$ cat config.mk
export PLATFORM = sky130hd
export DESIGN_NAME = alu_cmd_ctrl_flat
export DESIGN_NICKNAME = d
export VERILOG_FILES = /design/src/rtl/alu_cmd_ctrl_if.sv /design/src/rtl/alu_cmd_ctrl.sv /design/src/flat_wrapper.sv
export SDC_FILE = /design/constraint.sdc
export NUM_CORES = 1
export LEC_CHECK = 0
export ABC_AREA = 1
export BUFFER_PORTS_ARGS = -buffer_cell sky130_fd_sc_hd__buf_2
export CORE_MARGIN = 2
export CORE_UTILIZATION = 53
export DETAILED_ROUTE_END_ITERATION = 7
export PLACE_DENSITY = 0.82
export SYNTH_ARGS = -nofsm -noshare
export SYNTH_HDL_FRONTEND = slang
export SYNTH_SLANG_ARGS = --single-unit
$ cat constraint.sdc
create_clock -name clk -period 3.19 [get_ports clk]
set_input_delay 0.7975 -clock clk [delete_from_list [all_inputs] [get_ports clk]]
set_output_delay 0.7975 -clock clk [all_outputs]
set_load 0.01 [all_outputs]
$ cat src/rtl/alu_cmd_ctrl_if.sv
// Bundles the RX byte stream, the ALU unit bus and the TX byte stream of alu_cmd_ctrl.
// The master modport is the command controller and the slave modport is its environment.
interface alu_cmd_ctrl_if #(
   parameter int unsigned WIDTH = 16
);
   logic [7:0]       rx_data;
   logic             rx_valid;
   logic [3:0]       unit_en;
   logic [1:0]       func;
   logic [WIDTH-1:0] a;
   logic [WIDTH-1:0] b;
   logic [WIDTH-1:0] result;
   logic             result_flag;
   logic [7:0]       tx_data;
   logic             tx_valid;
   logic             tx_ready;
   logic             busy;
   logic             cmd_err;

   modport master (
      input  rx_data, rx_valid, result, result_flag, tx_ready,
      output unit_en, func, a, b, tx_data, tx_valid, busy, cmd_err
   );

   modport slave (
      output rx_data, rx_valid, result, result_flag, tx_ready,
      input  unit_en, func, a, b, tx_data, tx_valid, busy, cmd_err
   );
endinterface

$ cat src/rtl/alu_cmd_ctrl.sv
// ALU command front-end: builds opcode/A/B frames from RX bytes, fires one unit for a cycle and
// streams result bytes plus a status byte to TX. ALU_CMD_TIMEOUT_EN adds a mid-frame idle timeout.
module alu_cmd_ctrl #(
   parameter int unsigned WIDTH          = 16,
   parameter int unsigned TIMEOUT_CYCLES = 255
) (
   input logic            clk,
   input logic            rst,
   alu_cmd_ctrl_if.master bus_io
);
   localparam int unsigned N    = WIDTH / 8;
   localparam int unsigned CntW = $clog2(N + 1);

   if ((WIDTH % 8) != 0 || WIDTH < 8 || TIMEOUT_CYCLES == 0) begin : g_param_check
      $error("alu_cmd_ctrl: WIDTH must be a multiple of 8 and TIMEOUT_CYCLES nonzero");
   end

   typedef enum logic [2:0] {StIdle, StGetA, StGetB, StExec, StWait, StSend} state_e;

   state_e            state_q;
   logic [1:0]        sel_q;
   logic [1:0]        func_q;
   logic [WIDTH-1:0]  a_q;
   logic [WIDTH-1:0]  b_q;
   logic [3:0]        unit_en_q;
   logic [CntW-1:0]   rx_cnt_q;
   logic [CntW-1:0]   tx_cnt_q;
   // Result bytes LSB first followed by the status byte; tx_data is always the low byte.
   logic [WIDTH+7:0]  sh_q;
   logic              tx_valid_q;
   logic              busy_q;
   logic              cmd_err_q;

`ifdef ALU_CMD_TIMEOUT_EN
   localparam int unsigned IdleW = $clog2(TIMEOUT_CYCLES + 1);
   logic [IdleW-1:0] idle_q;
`endif

   always_ff @(posedge clk or posedge rst) begin
      if (rst) begin
         state_q    <= StIdle;
         sel_q      <= '0;
         func_q     <= '0;
         a_q        <= '0;
         b_q        <= '0;
         unit_en_q  <= '0;
         rx_cnt_q   <= '0;
         tx_cnt_q   <= '0;
         sh_q       <= '0;
         tx_valid_q <= 1'b0;
         busy_q     <= 1'b0;
         cmd_err_q  <= 1'b0;
`ifdef ALU_CMD_TIMEOUT_EN
         idle_q     <= '0;
`endif
      end else begin
         cmd_err_q <= 1'b0;
         unit_en_q <= '0;
         unique case (state_q)
            StIdle: begin
               if (bus_io.rx_valid) begin
                  if (bus_io.rx_data[7:4] != 4'h0) begin
                     cmd_err_q <= 1'b1;
                  end else begin
                     sel_q    <= bus_io.rx_data[3:2];
                     func_q   <= bus_io.rx_data[1:0];
                     rx_cnt_q <= '0;
                     busy_q   <= 1'b1;
                     state_q  <= StGetA;
                  end
               end
            end
            StGetA: begin
               if (bus_io.rx_valid) begin
                  a_q[{rx_cnt_q, 3'b000} +: 8] <= bus_io.rx_data;
                  if (rx_cnt_q == CntW'(N - 1)) begin
                     rx_cnt_q <= '0;
                     state_q  <= StGetB;
                  end else begin
                     rx_cnt_q <= rx_cnt_q + 1'b1;
                  end
               end
            end
            StGetB: begin
               if (bus_io.rx_valid) begin
                  b_q[{rx_cnt_q, 3'b000} +: 8] <= bus_io.rx_data;
                  if (rx_cnt_q == CntW'(N - 1)) begin
                     rx_cnt_q  <= '0;
                     unit_en_q <= 4'b0001 << sel_q;
                     state_q   <= StExec;
                  end else begin
                     rx_cnt_q <= rx_cnt_q + 1'b1;
                  end
               end
            end
            StExec: begin
               state_q <= StWait;
            end
            StWait: begin
               sh_q       <= {7'b0, bus_io.result_flag, bus_io.result};
               tx_cnt_q   <= '0;
               tx_valid_q <= 1'b1;
               state_q    <= StSend;
            end
            StSend: begin
               if (bus_io.tx_ready) begin
                  sh_q <= sh_q >> 8;
                  if (tx_cnt_q == CntW'(N)) begin
                     tx_valid_q <= 1'b0;
                     busy_q     <= 1'b0;
                     state_q    <= StIdle;
                  end else begin
                     tx_cnt_q <= tx_cnt_q + 1'b1;
                  end
               end
            end
            default: begin
               busy_q  <= 1'b0;
               state_q <= StIdle;
            end
         endcase

`ifdef ALU_CMD_TIMEOUT_EN
         // Later assignments here win over the case above; it never moves state when rx is idle.
         if ((state_q == StGetA || state_q == StGetB) && !bus_io.rx_valid) begin
            if (idle_q == IdleW'(TIMEOUT_CYCLES - 1)) begin
               idle_q    <= '0;
               rx_cnt_q  <= '0;
               cmd_err_q <= 1'b1;
               busy_q    <= 1'b0;
               state_q   <= StIdle;
            end else begin
               idle_q <= idle_q + 1'b1;
            end
         end else begin
            idle_q <= '0;
         end
`endif
      end
   end

   assign bus_io.unit_en  = unit_en_q;
   assign bus_io.func     = func_q;
   assign bus_io.a        = a_q;
   assign bus_io.b        = b_q;
   assign bus_io.tx_data  = sh_q[7:0];
   assign bus_io.tx_valid = tx_valid_q;
   assign bus_io.busy     = busy_q;
   assign bus_io.cmd_err  = cmd_err_q;
endmodule
$ cat src/flat_wrapper.sv
// flat-port wrapper written by rule: the top's interface ports become plain ports
module alu_cmd_ctrl_flat 
#(
   parameter int unsigned WIDTH          = 16,
   parameter int unsigned TIMEOUT_CYCLES = 255
)
  (clk, rst, bus_io_rx_data, bus_io_rx_valid, bus_io_result, bus_io_result_flag, bus_io_tx_ready, bus_io_unit_en, bus_io_func, bus_io_a, bus_io_b, bus_io_tx_data, bus_io_tx_valid, bus_io_busy, bus_io_cmd_err);
  alu_cmd_ctrl_if #(.WIDTH(WIDTH)) bus_io_i ();
  input logic clk;
  input logic rst;
  input wire logic [$bits(bus_io_i.rx_data)-1:0] bus_io_rx_data;
  input wire logic [$bits(bus_io_i.rx_valid)-1:0] bus_io_rx_valid;
  input wire logic [$bits(bus_io_i.result)-1:0] bus_io_result;
  input wire logic [$bits(bus_io_i.result_flag)-1:0] bus_io_result_flag;
  input wire logic [$bits(bus_io_i.tx_ready)-1:0] bus_io_tx_ready;
  output wire logic [$bits(bus_io_i.unit_en)-1:0] bus_io_unit_en;
  output wire logic [$bits(bus_io_i.func)-1:0] bus_io_func;
  output wire logic [$bits(bus_io_i.a)-1:0] bus_io_a;
  output wire logic [$bits(bus_io_i.b)-1:0] bus_io_b;
  output wire logic [$bits(bus_io_i.tx_data)-1:0] bus_io_tx_data;
  output wire logic [$bits(bus_io_i.tx_valid)-1:0] bus_io_tx_valid;
  output wire logic [$bits(bus_io_i.busy)-1:0] bus_io_busy;
  output wire logic [$bits(bus_io_i.cmd_err)-1:0] bus_io_cmd_err;
  assign bus_io_i.rx_data = bus_io_rx_data;
  assign bus_io_i.rx_valid = bus_io_rx_valid;
  assign bus_io_i.result = bus_io_result;
  assign bus_io_i.result_flag = bus_io_result_flag;
  assign bus_io_i.tx_ready = bus_io_tx_ready;
  assign bus_io_unit_en = bus_io_i.unit_en;
  assign bus_io_func = bus_io_i.func;
  assign bus_io_a = bus_io_i.a;
  assign bus_io_b = bus_io_i.b;
  assign bus_io_tx_data = bus_io_i.tx_data;
  assign bus_io_tx_valid = bus_io_i.tx_valid;
  assign bus_io_busy = bus_io_i.busy;
  assign bus_io_cmd_err = bus_io_i.cmd_err;
  alu_cmd_ctrl #(.WIDTH(WIDTH), .TIMEOUT_CYCLES(TIMEOUT_CYCLES)) u_core (.clk(clk), .rst(rst), .bus_io(bus_io_i));
endmodule
==> results of run 1 <==
[cell usage in the layout (no fill, tap or decap), types with 6 or more instances in the layout]
| master | count |
|---|---|
| buf_2 | 77 |
| clkbuf_8 | 10 |
| dfrtp_1 | 67 |
| inv_1 | 29 |
| inv_2 | 6 |
| nand2_1 | 74 |
| nand3_1 | 23 |
| nor2_1 | 21 |
| o21ai_0 | 43 |
| o21ai_1 | 7 |
| o31ai_1 | 16 |
[state kept, by name, summed over array words and instances (netlist names)]
name                    cells
u_core.rx_cnt_q             2
u_core.state_q              3
u_core.bus_io.a            16
u_core.bus_io.func          2
u_core.bus_io.cmd_err       1
u_core.bus_io.busy          1
u_core.sh_q                17
u_core.sel_q                2
u_core.tx_cnt_q             2
u_core.bus_io.b            16
u_core.bus_io.unit_en       4
u_core.bus_io.tx_valid      1
[stage by stage]
stage	hold slack (ns)	std cells	setup WS, ns	util (%)	total power, W
3_5_place_dp	0.466	468	1.23	61.8	0.00234
2_1_floorplan	0.442	339	0.709	-	0.00210
3_3_place_gp	0.454	468	1.24	61.8	0.00229
4_1_cts	0.482	484	1.29	66.1	0.00320
6_report	0.477	484	1.29	66.1	0.00319
5_1_grt	0.491	484	1.04	66.1	0.00340
[area by class of cell]
class                      instances  area [sq um]
sequential                        67          1680
fill                             463          1880
tap                               72          90.1
clock buffer                      11           141
inverter                          35           131
multi-input combinational        215          1110
timing repair buffer              79           413
clock inverter                     5           100
[routing by layer]
layer	GRT usage (%)	routed length, microns	up-vias
met5	0	0	-
met3	6.29	466	23
met4	11.4	217	0
li1	-	-	1247
met1	30.0	2890	1236
met2	34.6	3300	105
[kinds of logic after synthesis]
logic type | count (synthesis)
AO/OA/AOI/OAI | 77
adder cells (fa/ha/maj) | 5
buffers and inverters | 57
flip-flops | 67
AND/OR/NAND/NOR | 133
[power by group]
group          internal [W]  leakage (nW)  total (W)  switching (W)
sequential          0.00111         0.869    0.00127       0.000162
combinational      0.000373         0.948    0.00106       0.000689
clock              0.000538         0.123   0.000851       0.000313
[final timing paths]
path                       slack [ns]  depth (start not counted)                             end                      startpoint
hold reg to reg                  0.48                          2  u_core.tx_cnt_q[0]$_DFFE_PP0P_  u_core.tx_cnt_q[0]$_DFFE_PP0P_
min in group asynchronous        0.56                          2  u_core.bus_io.a[0]$_DFFE_PP0P_                             rst
setup reg to reg                 1.29                          4  u_core.bus_io.b[2]$_DFFE_PP0P_  u_core.rx_cnt_q[0]$_DFFE_PP0P_
max in group asynchronous        2.00                          3     u_core.sh_q[14]$_DFFE_PP0P_                             rst
setup / recovery                 1.29                          4  u_core.bus_io.b[2]$_DFFE_PP0P_  u_core.rx_cnt_q[0]$_DFFE_PP0P_
hold / removal                   0.48                          2  u_core.tx_cnt_q[0]$_DFFE_PP0P_  u_core.tx_cnt_q[0]$_DFFE_PP0P_
[tightest hold or removal path, cell delays in order (launching register included)]
cell	delay, ns
dfrtp_1	0.34
nand2_1	0.05
nand2_1	0.05
==> impl_results.md, run 1 <==
- Placer Congestion: 0.858
- Clock tree buffer depth: 2
- Post-CTS setup repair buffer count: 0
- Initial antenna violation count: 0
- Placed Area: 3420 sq um
- Grt ovf: 0
- Post-Synth Simple-Gate Area: 19.6%
- FMAX: 527 MHz
- Vias per cell: 5.39
- Post-DP HPWL: 4830 microns
- Yosys top cell by area: dfrtp_1
- Htree depth: 3
- Crit-path max FO: 16
- Synth cell types: 27
- Final nets: 441
- Post-synth ARST share: 100%
- Post-synthesis compound-gate area fraction: 14.6%
- CP Buf/Inv Count: 1
- Adder-cell share of the synthesized area: 2.04%
- Synth warnings: 0
- Multiplexer share of the synthesized area: 0%
- List of most frequent post-synthesis cells: nand2_1, dfrtp_1, o21ai_0
- DR vias: 2611
- Worst-margin pin slew: 0.716 ns
- Port Buffers: 77
- Synth top area share: 54.6%
- Gates resized, CTS repair: 0
- Clock Skews: 0.00927 ns
- VDD IR max: 0.489 mV
- Status: completed
- Clock Pin Slew Worst Setup and Hold Paths: 0.07 ns
- Clock Tree Root: clkbuf_8
- Top FF cell, synth: dfrtp_1
- Post-CTS Hold Buffers: 0
- Setup TNS Final: 0 ns
- Hold Vio Cnt, Final: 0
- Setup crit end kind: register
- Pin count of the biggest net entering global routing: 36
- Fin crit share: 59.5%
- Largest family of logic cells by synthesized area: simple AND/OR/NAND/NOR gates
- Synth Cell Area: 3070 sq um
- Sequential-to-total area share from yosys stat: 54.6%
- TritonCTS Sinks: 67
- Area contributors post-synth: dfrtp_1, nand2_1, o21ai_0, o31ai_1, nand3_1
- Crit path cell chain: inv_1, ha_1, nand3b_1, o31ai_1
- Share of layout cells above drive strength 1: 26.9%
- RSZ-0062 raised after global routing: no
- Routed Antenna Nets: 0
- DRT iter0 DRCs: 297
- Die height: 80.1 microns
- Starting Density: 55.4%
- CTS tree: built
- Layout area overhead: 19.3%
- Synthesized instance count: 339
- DIE AREA: 6420 sq um
- Clk_lat worst skew: 0.34 ns
- Number of synthesized flops with an enable pin: 0
- #FFs+latches synth: 67
- Setup violators final: 0
- Fin. max-slew vios: 0
- Final instance area: 3660 sq um
- Slew margin rel.: 52.2%
- Pwr/cell area: 870 nW/um^2
- Die width: 80.1 microns
- Critical Path AT: 2.14 ns
- Number of global-route vias before repair: 2439
- Post-synthesis xor/xnor area fraction: 0%
- Row count: 27
- Final wirelength: 6880 microns
- Pre-antenna DRT Iters: 4
- Worst Setup Path Type: register to register
- Top-count cell post-synth: nand2_1
- Critical Path RT: 3.43 ns
- Placeable Area: 5540 sq um
- Syn_nets: 373
- Max-Cap Viols: 0
- Peak per-stage delay on the critical path: 0.52 ns
- CP max-delay cell: nand3b_1
- Top delay family on crit path: simple AND/OR/NAND/NOR gates
- Setup crit start kind: register
- Leakage power: 1.94 nW
- Gr usage total: 22.7%
- First-pass GRT wire length: 11100 microns
- Crit path time final: 1.90 ns
- DRC violations left: 0
- N_diodes: 0
- TritonCTS buffer count: 9
- Worst Hold Class: register to register
- Avg Cell Area, Syn: 9.06 sq um
- I/O pin total: 78
- WL/cell: 14.2 microns
Power figures use the tool's default switching activity.
==> inputs of run 2 (changes only) <==
Clock period 3.19 ns to 1.92 ns, I/O delays scaled along.
==> run 2 against run 1 <==
Via count down 0.96%. Count of clock-buffer cells in the layout up 2. Die area unchanged. Sequential share of layout area up 0.30 points. Clock power up 36%. Register-to-register slack worse by 1.1 ns. Fmax up 10%. Power up 59%. Global-route usage up 0.48 points.
==> impl_results.md, run 2 (synthesized netlist as in run 1, its figures left out) <==
- Worst Hold Class: primary input to asynchronous set/reset pin
- Slew margin rel.: 68.4% (+16 points)
- DRC violations left: 0 (unchanged)
- Setup TNS Final: 0 ns (unchanged)
- Starting Density: 55.4% (unchanged)
- Final wirelength: 6840 microns (-0.60%)
- Clock Pin Slew Worst Setup and Hold Paths: 0.07 ns (about the same)
- Placer Congestion: 0.842 (-1.8%)
- Vias per cell: 5.33 (-1.2%)
- RR Startpoint: u_core.state_q[0]$_DFFE_PP0P_
- Worst Setup Path Type: register to register
- Final WS setup: 0.200 ns (-1.09 ns)
- Final nets: 443 (+0.45%)
- R2R cell count: 7 (+3)
- Die width: 80.1 microns (unchanged)
- Peak per-stage delay on the critical path: 0.50 ns (-0.02 ns)
- Pre-antenna DRT Iters: 4 (unchanged)
- Row count: 27 (unchanged)
- Htree depth: 3 (unchanged)
- Fin crit share: 89.6% (+30 points)
- Pwr/cell area: 1390 nW/um^2 (+60%)
- FILL cells: 455 (-1.7%)
- Setup crit start kind: register
- Max-Cap Viols: 0 (unchanged)
- Share of layout cells above drive strength 1: 27.1% (+0.18 points)
- WL/cell: 14.1 microns (-0.80%)
- Pin count of the biggest net entering global routing: 68 (+89%)
- Area occupied by multi-input gates: 1120 sq um (+0.45%)
- VDD IR max: 0.622 mV (+27%)
- CP max-delay cell: dfrtp_1
- Largest Register: u_core.sh_q
- CTS tree: built
- Placeable Area: 5540 sq um (unchanged)
- DRT iter0 DRCs: 188 (-37%)
- DR vias: 2586 (-0.96%)
- I/O pin total: 78 (unchanged)
- Register area: 1680 sq um (unchanged)
- First-pass GRT wire length: 11400 microns (+2.8%)
- Number of flip-flops in the largest register: 17 (unchanged)
- Crit path cell chain: inv_2, nand2_1, nor2_1, nand3_1, nand2_1, nand3_1, nand2_1
- Setup crit end kind: register
- Setup violators final: 0 (unchanged)
- Clock tree buffer depth: 2 (unchanged)
- Gr usage total: 23.2% (+0.48 points)
- Layout area overhead: 18.5%
- Port Buffers: 77 (unchanged)
- Commonest non-fill, non-tap cell in the layout: buf_2
- Commonest cells after routing, fill and taps aside: buf_2, nand2_1, dfrtp_1
- DIE AREA: 6420 sq um (unchanged)
- Initial antenna violation count: 0 (unchanged)
- Crit-path max FO: 12 (-4)
- Worst-margin pin slew: 0.473 ns (-0.243 ns)
- Number of global-route vias before repair: 2475 (+1.5%)
- Top cell by count, worst path: nand2_1
- Post-DP HPWL: 4670 microns (-3.3%)
- Clock Skews: 0.00606 ns (-0.00321 ns)
- Hold Vio Cnt, Final: 0 (unchanged)
- Worst R2R End: u_core.rx_cnt_q[0]$_DFFE_PP0P_
- N_diodes: 0 (unchanged)
- Leakage power: 1.92 nW (-0.97%)
- Status: completed
- Crit path time final: 1.72 ns (-0.179 ns)
- FMAX: 581 MHz (+10%)
- Clock Tree Root: clkbuf_8
- Critical Path AT: 1.99 ns (-0.15 ns)
- Critical Path RT: 2.19 ns (-1.24 ns)
- Fin. max-slew vios: 0 (unchanged)
- RSZ-0062 raised after global routing: no
- TritonCTS buffer count: 9 (unchanged)
- Die height: 80.1 microns (unchanged)
- Pre-CTS worst setup slack: 0.192 ns (-1.04 ns)
- Clk_lat worst skew: 0.34 ns (about the same)
- TritonCTS Sinks: 67 (unchanged)
- Grt ovf: 0 (unchanged)
- R2R Setup Slk: 0.20 ns (-1.09 ns)
- Routed Antenna Nets: 0 (unchanged)
## run 2: repair_timing
item,CTS,global route
resized for setup,0,1
endpoints found under the setup margin,0,16
buffers inserted,0,0
hold buffers,0,0
## run 2: metrics by stage
stage / cell area [sq um] / total power, W / instances / utilization, % / hold slack, ns
after global routing: 3640 / 0.00545 / 485 / 65.7 / 0.260
after floorplan: 3080 / 0.00349 / 339 / - / 0.442
final: 3640 / 0.00507 / 485 / 65.7 / 0.218
after global placement: 3440 / 0.00382 / 470 / 62.1 / 0.453
after detailed placement: 3440 / 0.00391 / 470 / 62.1 / 0.462
after CTS: 3630 / 0.00509 / 485 / 65.6 / 0.241
## run 2: critical path: cells and delay by family (launching register included)
kind / cells / cell delay (ns)
and+or+nand+nor: 6 / 1.01
buffers and inverters: 1 / 0.14
DFF: 1 / 0.50
## run 2: how the worst max path moves through the flow
stage / start / endpoint / slack, ns
2_1_floorplan: u_core.rx_cnt_q[0]$_DFFE_PP0P_ / u_core.bus_io.b[0]$_DFFE_PP0P_ / 0.34
3_3_place_gp: u_core.rx_cnt_q[0]$_DFFE_PP0P_ / u_core.bus_io.a[10]$_DFFE_PP0P_ / 0.27
3_5_place_dp: u_core.rx_cnt_q[0]$_DFFE_PP0P_ / u_core.bus_io.b[15]$_DFFE_PP0P_ / 0.19
4_1_cts: u_core.rx_cnt_q[0]$_DFFE_PP0P_ / u_core.bus_io.b[10]$_DFFE_PP0P_ / 0.15
5_1_grt: u_core.rx_cnt_q[0]$_DFFE_PP0P_ / u_core.bus_io.b[11]$_DFFE_PP0P_ / 0.02
6_report: u_core.state_q[0]$_DFFE_PP0P_ / u_core.rx_cnt_q[0]$_DFFE_PP0P_ / 0.20
## run 2: where the power goes
part / internal (W) / switching, W
sequential: 0.00185 / 0.000261
combinational: 0.000641 / 0.00116
clock: 0.000663 / 0.000499
## run 2: metal layers
| layer | global-route usage [%] | share of wire, % |
|---|---|---|
| met1 | 31.0 | 44 |
| met2 | 35.3 | 47 |
| met3 | 5.28 | 5.6 |
| met4 | 12.4 | 2.8 |
| met5 | 0 | 0 |
## run 2: cell type report
class                   instances  share of cell area, %
repair buffers                 81                   11.8
multi-input cells             215                   30.7
inverters                      35                   3.71
clock buffers                  13                   4.37
well taps                      72                   2.48
flip-flops and latches         67                   46.1
clock inverters                 2                  0.963
==> inputs of run 3 (changes only) <==
Settings changed: ABC_AREA 1 to 0.
==> run 3 against run 2 <==
Hold slack worse by 0.057 ns. Via count down 18%. Final area up 3.6%. Largest power group unchanged.
==> impl_results.md, run 3 <==
- Status: completed
- Setup crit start kind: register
- TritonCTS Sinks: 67 (unchanged)
- Number of flip-flops in the largest register: 17 (unchanged)
- List of most frequent post-synthesis cells: dfrtp_1, a22o_1, mux2_2
- Synthesized instance count: 221 (-35%)
- TritonCTS buffer count: 9 (unchanged)
- Number of synthesized flops with an enable pin: 0 (unchanged)
- DIE AREA: 6430 sq um (about the same)
- Pre-antenna DRT Iters: 4 (unchanged)
- Comb pwr share: 35.5% (about the same)
- Vias per cell: 5.60 (+5.1%)
- Final nets: 334 (-25%)
- I/O pin total: 78 (unchanged)
- Post-synth ARST share: 100% (unchanged)
- Die width: 80.2 microns (about the same)
- DR vias: 2112 (-18%)
- DRT iter0 DRCs: 76 (-60%)
- #FFs+latches synth: 67 (unchanged)
- Row count: 27 (unchanged)
- Clock Skews: 0.0132 ns (+0.00715 ns)
- Initial antenna violation count: 0 (unchanged)
- Hold Vio Cnt, Final: 0 (unchanged)
- Commonest non-fill, non-tap cell in the layout: buf_2
- Crit. Startpoint: u_core.rx_cnt_q[0]$_DFFE_PP0P_
- Sequential-to-total area share from yosys stat: 54.5% (about the same)
- Largest Register: u_core.sh_q
- DRC violations left: 0 (unchanged)
- N_diodes: 0 (unchanged)
- Clock Pin Slew Worst Setup and Hold Paths: 0.08 ns (about the same)
- Post-CTS setup repair buffer count: 0 (unchanged)
- FMAX: 564 MHz (-3.0%)
- Gates resized, CTS repair: 0 (unchanged)
- Clock Tree Root: clkbuf_8
- Fin crit share: 92.4% (+2.8 points)
- Top-count cell post-synth: dfrtp_1
- Synth Cell Area: 3070 sq um (about the same)
- Routed Antenna Nets: 0 (unchanged)
- RR Startpoint: u_core.rx_cnt_q[0]$_DFFE_PP0P_
- Worst Setup Path Type: register to register
- Crit path time final: 1.77 ns (+0.0538 ns)
- Placer Congestion: 0.805 (-4.4%)
- Commonest cells after routing, fill and taps aside: buf_2, dfrtp_1, a22o_1
- Gr usage total: 21.9% (-1.3 points)
- Max-Cap Viols: 0 (unchanged)
- Synth warnings: 0 (unchanged)
- Die height: 80.2 microns (about the same)
- FILL cells: 416 (-8.6%)
- WL/cell: 17.0 microns (+21%)
- RSZ-0062 raised after global routing: no
- Number of global-route vias before repair: 2111 (-15%)
- Share of layout cells above drive strength 1: 47.5% (+20 points)
- Syn_nets: 255 (-32%)
- Cell-internal power: 0.00408 W (+30%)
- Yosys top cell by area: dfrtp_1
- Critical Path AT: 2.06 ns (+0.07 ns)
- Sequential power share: 38.5% (-3.1 points)
- Clk_lat worst skew: 0.35 ns (about the same)
- First-pass GRT wire length: 10500 microns (-7.6%)
- Net Sw Frac: 32.3% (-5.6 points)
- Synth top area share: 54.5% (about the same)
- Clock tree buffer depth: 2 (unchanged)
- Final wirelength: 6420 microns (-6.2%)
- Worst-margin pin slew: 0.501 ns (+0.0283 ns)
- CTS tree: built
- Pre-CTS worst setup slack: 0.149 ns (-0.0423 ns)
- Top FF cell, synth: dfrtp_1
- Setup crit end kind: register
- Placeable Area: 5540 sq um (unchanged)
- Starting Density: 55.5% (about the same)
- Clk pwr share: 26.0% (+3.1 points)
- Port Buffers: 77 (unchanged)
- Setup TNS Final: 0 ns (unchanged)
- Critical Path RT: 2.21 ns (+0.02 ns)
- Synth cell types: 47 (+74%)
- Crit-path max FO: 8 (-4)
- Post-CTS Hold Buffers: 0 (unchanged)
- VDD IR max: 1.08 mV (+74%)
- Layout area overhead: 22.7%
- Setup violators final: 0 (unchanged)
- Pin count of the biggest net entering global routing: 28 (-59%)
- Leakage power: 1.97 nW (+2.6%)
- Grt ovf: 0 (unchanged)
- Htree depth: 3 (unchanged)
- Worst Hold Class: primary input to asynchronous set/reset pin
- Final WS setup: 0.146 ns (-0.0538 ns)
- Slew margin rel.: 66.5% (-1.8 points)
- Pwr/cell area: 1600 nW/um^2 (+15%)
- Area contributors post-synth: dfrtp_1, mux2_4, mux2_2, a22o_1, buf_4
- Post-DP HPWL: 4510 microns (-3.5%)
- Fin. max-slew vios: 0 (unchanged)
- Avg Cell Area, Syn: 13.9 sq um (+54%)
- Net Sw Power: 0.00194 W (+1.4%)
==> run 3: cell types whose count changed after synthesis, moves of 16 or more <==
cell     previous run  this run
o31ai_1            16         0
mux2_4              0        16
nor2_1             21         1
o21ai_0            43         1
mux2_2              0        19
nand2_1            74         4
nand3_1            23         5
a22o_1              0        24
inv_1              30         8
==> run 3: cells by family after synthesis <==
kind of cell,after synthesis,synth area share [%]
DFF,67,54.5
muxes,38,15.9
AOI/OAI and AO/OA,41,11.4
adders and majority gates,5,2.04
xor gates and xnor gates,1,0.285
buffers and inverters,24,5.21
and+or+nand+nor,45,10.7
==> run 3: per-layer routing <==
metal	wire (microns)	GRT usage [%]
met1	2870	29.5
met2	2950	33.8
met3	467	5.28
met4	131	10.0
met5	0	0
==> run 3: final cells by class <==
type | instances | area, sq um | area share [%]
sequential | 67 | 1680 | 44.5
multi-input combinational | 130 | 1240 | 32.8
timing repair buffer | 84 | 463 | 12.3
clock inverter | 7 | 146 | 3.88
clock buffer | 9 | 124 | 3.28
tap | 72 | 90.1 | 2.39
inverter | 8 | 33.8 | 0.896
==> run 3: power groups by stage <==
stage / logic (W) / registers [W] / clock network [W]
2_1_floorplan: 0.00157 / 0.00235 / 0
3_3_place_gp: 0.00209 / 0.00231 / 0
3_5_place_dp: 0.00215 / 0.00233 / 0
4_1_cts: 0.00216 / 0.00232 / 0.00159
5_1_grt: 0.00234 / 0.00239 / 0.00166
6_report: 0.00214 / 0.00232 / 0.00157
==> run 3: worst max-delay path, cell delays in order, from the launching register on <==
cell	delay, ns
dfrtp_1	0.44
inv_1	0.10
ha_1	0.31
nor3b_1	0.24
and3_1	0.42
a22o_1	0.21
==> run 3: final timing paths <==
path                                                   end  slack (ns)  cells past startpoint
max                         u_core.bus_io.a[4]$_DFFE_PP0P_        0.15                      5
min                             u_core.sh_q[0]$_DFFE_PP0P_        0.16                      2
max reg2reg                 u_core.bus_io.a[4]$_DFFE_PP0P_        0.15                      5
min reg2reg                u_core.bus_io.a[15]$_DFFE_PP0P_        0.49                      1
max in group asynchronous    u_core.state_q[1]$_DFFE_PP0P_        1.27                      3
min in group clk               u_core.sh_q[15]$_DFFE_PP0P_        0.36                      2
==> run 3: stage by stage <==
step                hold slack (ns)  total power (W)  util [%]  area (sq um)  cells
finish                        0.161          0.00603      68.1          3770    377
CTS                           0.164          0.00607      68.1          3770    377
floorplan                     0.452          0.00392         -          3080    221
global placement              0.463          0.00440      63.2          3500    361
detailed placement            0.474          0.00448      63.2          3500    361
global route                  0.189          0.00639      68.1          3770    377
